--- config.mk ---
export PLATFORM = sky130hd
export DESIGN_NAME = micro_sequencer
export DESIGN_NICKNAME = d
export VERILOG_FILES = /design/src/rtl/central_unit_pkg.sv /design/src/rtl/micro_rom.sv /design/src/rtl/micro_sequencer.sv
export SDC_FILE = /design/constraint.sdc
export NUM_CORES = 1
export LEC_CHECK = 0
export BUFFER_PORTS_ARGS = -buffer_cell sky130_fd_sc_hd__buf_2
export CAP_MARGIN = 5
export CELL_PAD_IN_SITES_DETAIL_PLACEMENT = 0
export CELL_PAD_IN_SITES_GLOBAL_PLACEMENT = 1
export CORE_MARGIN = 2
export CORE_UTILIZATION = 47
export CTS_CLUSTER_DIAMETER = 100
export DETAILED_ROUTE_END_ITERATION = 16
export MAX_ROUTING_LAYER = met4
export PLACE_DENSITY = 0.72
export SLEW_MARGIN = 20
export SYNTH_ARGS = -nofsm -noshare
export SYNTH_HDL_FRONTEND = slang
export SYNTH_HIERARCHICAL = 1
export SYNTH_SLANG_ARGS = --single-unit
--- constraint.sdc ---
create_clock -name clock -period 3.6 [get_ports clock]
set_clock_uncertainty 0.2 [all_clocks]
set_input_delay 0.72 -clock clock [delete_from_list [all_inputs] [get_ports clock]]
set_output_delay 0.72 -clock clock [all_outputs]
set_load 0.01 [all_outputs]
--- src/rtl/central_unit_pkg.sv ---
// Shared definitions for the micro_sequencer control stage: opcodes,
// microinstruction field positions and sequencer states.
package central_unit_pkg;

  localparam int CTRL_W      = 21;
  localparam int STACK_DEPTH = 4;

  localparam logic [2:0] OP_NEXT = 3'b000;
  localparam logic [2:0] OP_JUMP = 3'b001;
  localparam logic [2:0] OP_BRZ  = 3'b010;
  localparam logic [2:0] OP_BRC  = 3'b011;
  localparam logic [2:0] OP_END  = 3'b100;
  localparam logic [2:0] OP_CALL = 3'b101;
  localparam logic [2:0] OP_RET  = 3'b110;

  // Bit positions inside the 32-bit microinstruction
  localparam int OP_LO     = 29;
  localparam int NXT_LO    = 21;
  localparam int NXT_W     = 8;
  localparam int DATAIN_LO = 17;
  localparam int S_LO      = 13;
  localparam int M_BIT     = 12;
  localparam int PIN_BIT   = 11;
  localparam int ISR_BIT   = 10;
  localparam int ISL_BIT   = 9;
  localparam int A_BIT     = 8;
  localparam int WR_BIT    = 7;
  localparam int ADR_LO    = 4;
  localparam int V_LO      = 0;

  typedef enum logic {
    ST_IDLE = 1'b0,
    ST_RUN  = 1'b1
  } state_t;

endpackage

--- src/rtl/micro_rom.sv ---
// Writable microprogram store: synchronous write port, combinational read port.
module micro_rom
  import central_unit_pkg::*;
#(
  parameter int ADDR_W = 5
) (
  input  logic              clock,
  input  logic              we,
  input  logic [ADDR_W-1:0] waddr,
  input  logic [31:0]       wdata,
  input  logic [ADDR_W-1:0] raddr,
  output logic [31:0]       rdata
);

  logic [31:0] mem [2**ADDR_W];

  always_ff @(posedge clock) begin
    if (we) mem[waddr] <= wdata;
  end

  assign rdata = mem[raddr];

endmodule

--- src/rtl/micro_sequencer.sv ---
// Microprogram sequencer driving the RALU control word from a writable store.
// Define SUBROUTINE_EN to add CALL/RET with a 4-entry return stack.
module micro_sequencer
  import central_unit_pkg::*;
#(
  parameter int ADDR_W = 5
) (
  input  logic              clock,
  input  logic              reset,
  input  logic              start,
  input  logic [ADDR_W-1:0] start_addr,
  output logic              busy,
  output logic              done,
  input  logic              prog_we,
  input  logic [ADDR_W-1:0] prog_addr,
  input  logic [31:0]       prog_data,
  input  logic              Pout,
  input  logic [3:0]        R,
  output logic [3:0]        DataIn,
  output logic [3:0]        S,
  output logic              M,
  output logic              Pin,
  output logic              ISR,
  output logic              ISL,
  output logic              A,
  output logic              wr,
  output logic [2:0]        adr,
  output logic [3:0]        v
);

  state_t              state_q, state_d;
  logic [ADDR_W-1:0]   pc_q, pc_d, pc_inc, nxt;
  logic [CTRL_W-1:0]   ctrl_q, ctrl_d;
  logic                busy_q, busy_d;
  logic                done_q, done_d;
  logic [31:0]         word;
  logic [2:0]          op;
  logic                rom_we;

`ifdef SUBROUTINE_EN
  logic [ADDR_W-1:0]   stack_q [STACK_DEPTH];
  logic [ADDR_W-1:0]   stack_d [STACK_DEPTH];
  logic [2:0]          sp_q, sp_d;
`endif

  // Program loading is locked out while a microprogram is running
  assign rom_we = prog_we && (state_q == ST_IDLE);

  micro_rom #(.ADDR_W(ADDR_W)) u_rom (
    .clock (clock),
    .we    (rom_we),
    .waddr (prog_addr),
    .wdata (prog_data),
    .raddr (pc_q),
    .rdata (word)
  );

  assign op     = word[OP_LO +: 3];
  assign nxt    = ADDR_W'(word[NXT_LO +: NXT_W]);
  assign pc_inc = pc_q + ADDR_W'(1);

  always_ff @(posedge clock or posedge reset) begin
    if (reset) begin
      state_q <= ST_IDLE;
      pc_q    <= '0;
      ctrl_q  <= '0;
      busy_q  <= 1'b0;
      done_q  <= 1'b0;
    end else begin
      state_q <= state_d;
      pc_q    <= pc_d;
      ctrl_q  <= ctrl_d;
      busy_q  <= busy_d;
      done_q  <= done_d;
    end
  end

`ifdef SUBROUTINE_EN
  always_ff @(posedge clock or posedge reset) begin
    if (reset) begin
      sp_q <= '0;
      for (int i = 0; i < STACK_DEPTH; i++) stack_q[i] <= '0;
    end else begin
      sp_q    <= sp_d;
      stack_q <= stack_d;
    end
  end
`endif

  always_comb begin
    state_d = state_q;
    pc_d    = pc_q;
`ifdef SUBROUTINE_EN
    sp_d    = sp_q;
    stack_d = stack_q;
`endif
    case (state_q)
      ST_IDLE: begin
        if (start) begin
          state_d = ST_RUN;
          pc_d    = start_addr;
`ifdef SUBROUTINE_EN
          sp_d    = '0;
`endif
        end
      end
      ST_RUN: begin
        case (op)
          OP_NEXT: pc_d = pc_inc;
          OP_JUMP: pc_d = nxt;
          OP_BRZ:  pc_d = (R == 4'd0) ? nxt : pc_inc;
          OP_BRC:  pc_d = Pout ? nxt : pc_inc;
          OP_END: begin
            state_d = ST_IDLE;
            pc_d    = pc_inc;
          end
`ifdef SUBROUTINE_EN
          OP_CALL: begin
            pc_d = nxt;
            // A full stack still takes the jump; only the return address is lost
            if (sp_q < 3'(STACK_DEPTH)) begin
              stack_d[sp_q[1:0]] = pc_inc;
              sp_d               = sp_q + 3'd1;
            end
          end
          OP_RET: begin
            if (sp_q != 3'd0) begin
              pc_d = stack_q[2'(sp_q - 3'd1)];
              sp_d = sp_q - 3'd1;
            end else begin
              pc_d = pc_inc;
            end
          end
`endif
          default: pc_d = pc_inc;
        endcase
      end
      default: state_d = ST_IDLE;
    endcase
  end

  always_comb begin
    ctrl_d = '0;
    done_d = 1'b0;
    busy_d = (state_d == ST_RUN);
    if (state_q == ST_RUN) begin
      ctrl_d = word[CTRL_W-1:0];
      done_d = (op == OP_END);
    end
  end

  assign busy   = busy_q;
  assign done   = done_q;
  assign DataIn = ctrl_q[DATAIN_LO +: 4];
  assign S      = ctrl_q[S_LO +: 4];
  assign M      = ctrl_q[M_BIT];
  assign Pin    = ctrl_q[PIN_BIT];
  assign ISR    = ctrl_q[ISR_BIT];
  assign ISL    = ctrl_q[ISL_BIT];
  assign A      = ctrl_q[A_BIT];
  assign wr     = ctrl_q[WR_BIT];
  assign adr    = ctrl_q[ADR_LO +: 3];
  assign v      = ctrl_q[V_LO +: 4];

endmodule

# After elaboration in Yosys (flattened, before gate mapping)
# Memory sizes are Yosys's and may differ from the RTL's.
# Index checks and enable logic that the tools add are counted.
# word_totals
regBits,28
ramBits,1024
inputBits,51
output_inout_bits,23
word_cells,26
mem_count,1
# op_classes
addsub,1
eq_ne,5
muxes,12
bitwise,1
reduce_logical,2
# mem_list
memory,words,width,read_ports,rd_clocked_by_memory_dff,wr,line,rtl
u_rom.mem,32,32,1,0,1,micro_rom.sv:15,logic [31:0] mem [2**ADDR_W];
# ops
operator,n
21-bit two-way mux,1
5-bit two-way mux,3
5-bit case mux with 3 select lines,1
5-bit case mux with 2 select lines,1
3-bit by 2-bit equality test with 1-bit output (second input constant),2
5-bit by 1-bit adder with 5-bit output (second input constant),1
1-bit two-way mux,5
4-bit logical NOT,1
3-bit by 1-bit equality test with 1-bit output (second input constant),1
3-bit equality test (second input constant),1
2-bit inequality test (second input constant),1
1-bit case mux with 2 select lines,1
1-bit logical AND,1
1-bit NOT,1

# Longest topological paths before layout
# logic_depth
ltp_word,4
depth_mapped,12

# Hierarchy
# Netlist, hierarchy kept.
# modules_own_cells
mod,n_inst,cells_per_inst,area_each_um2,seq_area_each_um2
micro_rom,1,2228,39844.5,30749.5
micro_sequencer,1,106,1218.7,700.7

# Least setup slack after synthesis
# No wires, ideal clock.
# synth_timing
kind,input to register
from,input prog_we
to,"memory u_rom.mem[12][0], enable pin"
setup_ps,421
t_arrival_ps,2931
setup_slack_ps,48
cell_stages,4
n_path_buf,1
cell_sequence,nor2b_1 > or3b_2 > clkbuf_1 > nor2_1
# synth_between
elab_chain_len,3
# synth_lines
item,line,rtl
start: declaration,micro_sequencer.sv:14,"input logic prog_we,"
1-bit logical AND,micro_sequencer.sv:47,assign rom_we = prog_we && (state_q == ST_IDLE);
1-bit two-way mux,micro_rom.sv:18,if (we) mem[waddr] <= wdata;
1-bit two-way mux (not written as such),micro_rom.sv:18,
end: declaration,micro_rom.sv:15,
# No other way between the ends.

# Worst setup path after layout
# layout_timing
from,register pc_q[0]
to,register ctrl_q[9]
# layout_between
elab_chain_len,2
# layout_lines
item,line,rtl
start: declaration,micro_sequencer.sv:32,"logic [ADDR_W-1:0] pc_q, pc_d, pc_inc, nxt;"
start signal: assignment,micro_sequencer.sv:71,pc_q <= pc_d;
memory read 32 x 32 bit,--,
named net word[9],micro_sequencer.sv:36,logic [31:0] word;
21-bit two-way mux,micro_sequencer.sv:146,if (state_q == ST_RUN) begin
named net ctrl_d[9],micro_sequencer.sv:33,"logic [CTRL_W-1:0] ctrl_q, ctrl_d;"
end signal: assignment,micro_sequencer.sv:72,ctrl_q <= ctrl_d;
end: declaration,micro_sequencer.sv:33,
# The timed path passes the listed nets, and every way through them passes these cells.
# A chain may end at the register's enable or synchronous reset.

==> run summary <==
status = completed
Max-Cap Viols = 0
RePlAce Congestion = 0.790
Worst-Skew Late Latency = 0.65 ns
worst r2r dst = ctrl_q[9]
via count of the routed design = 19800
CP max stage cell = dfrtp_4
Inst Count DP = 3218
setup repair bufs after CTS = 0
Post-DP HPWL = 50.4 mm
grt ovf = 0
Top Metal Used = met4
Site Rows = 103
hold_buf cts = 1
Yosys warnings = 6
Hold WC Path Type = in2reg
Starting Density = 47.4%
H-Tree Level Count = 3
Lkg Pwr = 15.1 nW
routed vias/inst = 5.84
crit-path cells = buf_12 > buf_12 > mux2i_1 > a22o_1 > nor3_1 > a31oi_1 > nand3_1 > and2_1
DR WL/cell = 27.2 um
# DRC = 0
Hold Vio Cnt, Final = 0
CP Launch Type = flop
syn avg cell area = 17.5 sq um
Slew Viols, Final = 0
min-delay src = start_addr[0]
drt first pass iters = 5
area grow syn2layout = 13.8%
# IOs = 74
maximum fanout along the worst path = 71
antenna-violating nets left = 0
# fillers = 6119
reg-to-reg setup timing slack = 0.26 ns
reg2reg start = pc_q[0]
Crit Path Class = reg2reg
critical path's most frequent cell = buf_12
Cells after Synth = 2142
Slew headroom = 43.7%
Metal-1 WL = 39.5 mm
number of global-route vias before repair = 19500
required time of the critical path = 3.93 ns
crit path from = pc_q[0]
Worst-path clk slew = 0.06 ns
total track usage = 23.3%
worst setup path end = ctrl_q[9]
WL met3 = 5.46 mm
first-pass GRT wire length = 133 mm
layout cells sized above 1 = 14.2%
Die Y = 286 um
PostCTS Resize Cnt = 0
VDD IR max = 0.488 mV
TritonCTS buffer count = 93
Slew @ Worst Pin = 0.839 ns
delay of the slowest cell on the worst path = 0.75 ns
Peak Freq = 0.299 GHz
I/O Buffers = 70
minimum clock period after layout = 3.34 ns
Worst setup EP type = flop
Die X = 286 um
largest net degree at the start of global routing = 90
Clock Sinks = 956
Worst EP arrival = 3.67 ns
Finished Layout Cells = 3391
PwrDens = 732 nW/um^2
Routed Wire Length = 92.4 mm
RSZ-0062 raised after global routing = no
drt initial violations = 1938
final setup TNS = 0 ns
Nets = 2316
Worst R2R Path Depth = 8
Met2 Wirelength = 44.9 mm
antenna violations before repair = 9
clk root buf = clkbuf_16
maximum clock path buffer count = 3
setup violators final = 0
core box area = 78900 sq um
syn_nets = 2194
full die area = 81900 sq um
TritonCTS clock tree = built
Tcrit/Tclk final = 92.8%
Mapped Area = 37400 sq um
==> flip-flops by register name, indices dropped and copies added (netlist names) <==
signal and flops:
pc_q 5, done 1, ctrl_q 21, u_rom/mem 928, busy 1
==> cell type report <==
type / instances / area, sq um / area share (%)
sequential: 956 / 28600 / 67.1
multi-input combinational: 1053 / 8350 / 19.6
clock buffer: 122 / 2510 / 5.89
timing repair buffer: 158 / 1340 / 3.14
tap: 1050 / 1310 / 3.09
clock inverter: 49 / 480 / 1.13
inverter: 2 / 7.51 / 0.0176
antenna: 1 / 2.50 / 0.00588
==> where the power goes <==
part	leakage (nW)	internal, mW	switching [mW]
sequential	8.68	12.4	0.192
combinational	4.96	3.42	5.57
clock	1.47	5.55	3.99
==> metrics by stage <==
| step | total power, mW | utilization [%] | hold slack (ns) | worst slack [ns] | instance area (sq um) |
|---|---|---|---|---|---|
| 2_1_floorplan | 19.1 | - | 0.371 | 0.178 | 37400 |
| 3_3_place_gp | 21.7 | 50.2 | 0.507 | 0.268 | 39600 |
| 3_5_place_dp | 21.8 | 50.2 | 0.513 | 0.235 | 39600 |
| 4_1_cts | 31.3 | 54.0 | 0.198 | 0.228 | 42600 |
| 5_1_grt | 32.4 | 54.0 | 0.258 | 0.0273 | 42600 |
| 6_report | 31.2 | 54.0 | 0.235 | 0.258 | 42600 |
==> worst min path at each step <==
stage | end | slack, ns | cells past startpoint
2_1_floorplan | pc_q[1] | 0.37 | 1
3_3_place_gp | ctrl_q[0] | 0.51 | 5
3_5_place_dp | ctrl_q[0] | 0.51 | 5
4_1_cts | pc_q[0] | 0.20 | 3
5_1_grt | pc_q[4] | 0.26 | 3
6_report | pc_q[0] | 0.23 | 3
==> critical path: cells and delay by family (launching register included) <==
kind,cells,cell delay (ns)
buf+inv,2,0.65
compound gates,2,0.48
flops,1,0.75
mux,1,0.28
simple gates,3,0.72
==> cell usage in the layout (no fill, tap or decap), types with 6 or more instances in the layout <==
cell type	instances
nor2_1	6
edfxtp_1	928
buf_4	61
nand2_1	90
clkinv_1	16
clkbuf_16	95
mux2i_1	470
bufinv_16	9
dfrtp_1	27
buf_12	26
a31oi_1	29
nand3b_1	7
buf_2	70
nor2_4	33
nor3_1	30
clkbuf_1	24
nand3_1	91
a22oi_1	89
and2_1	24
a22o_1	59
a21oi_1	91
clkinv_2	20
==> layer usage <==
metal	vias to the layer above	GRT usage, %
met5	-	-
met4	0	7.16
met3	143	3.12
met2	627	36.9
met1	10300	31.6
li1	8692	-
Note: power is estimated with default switching activity, not from simulation.
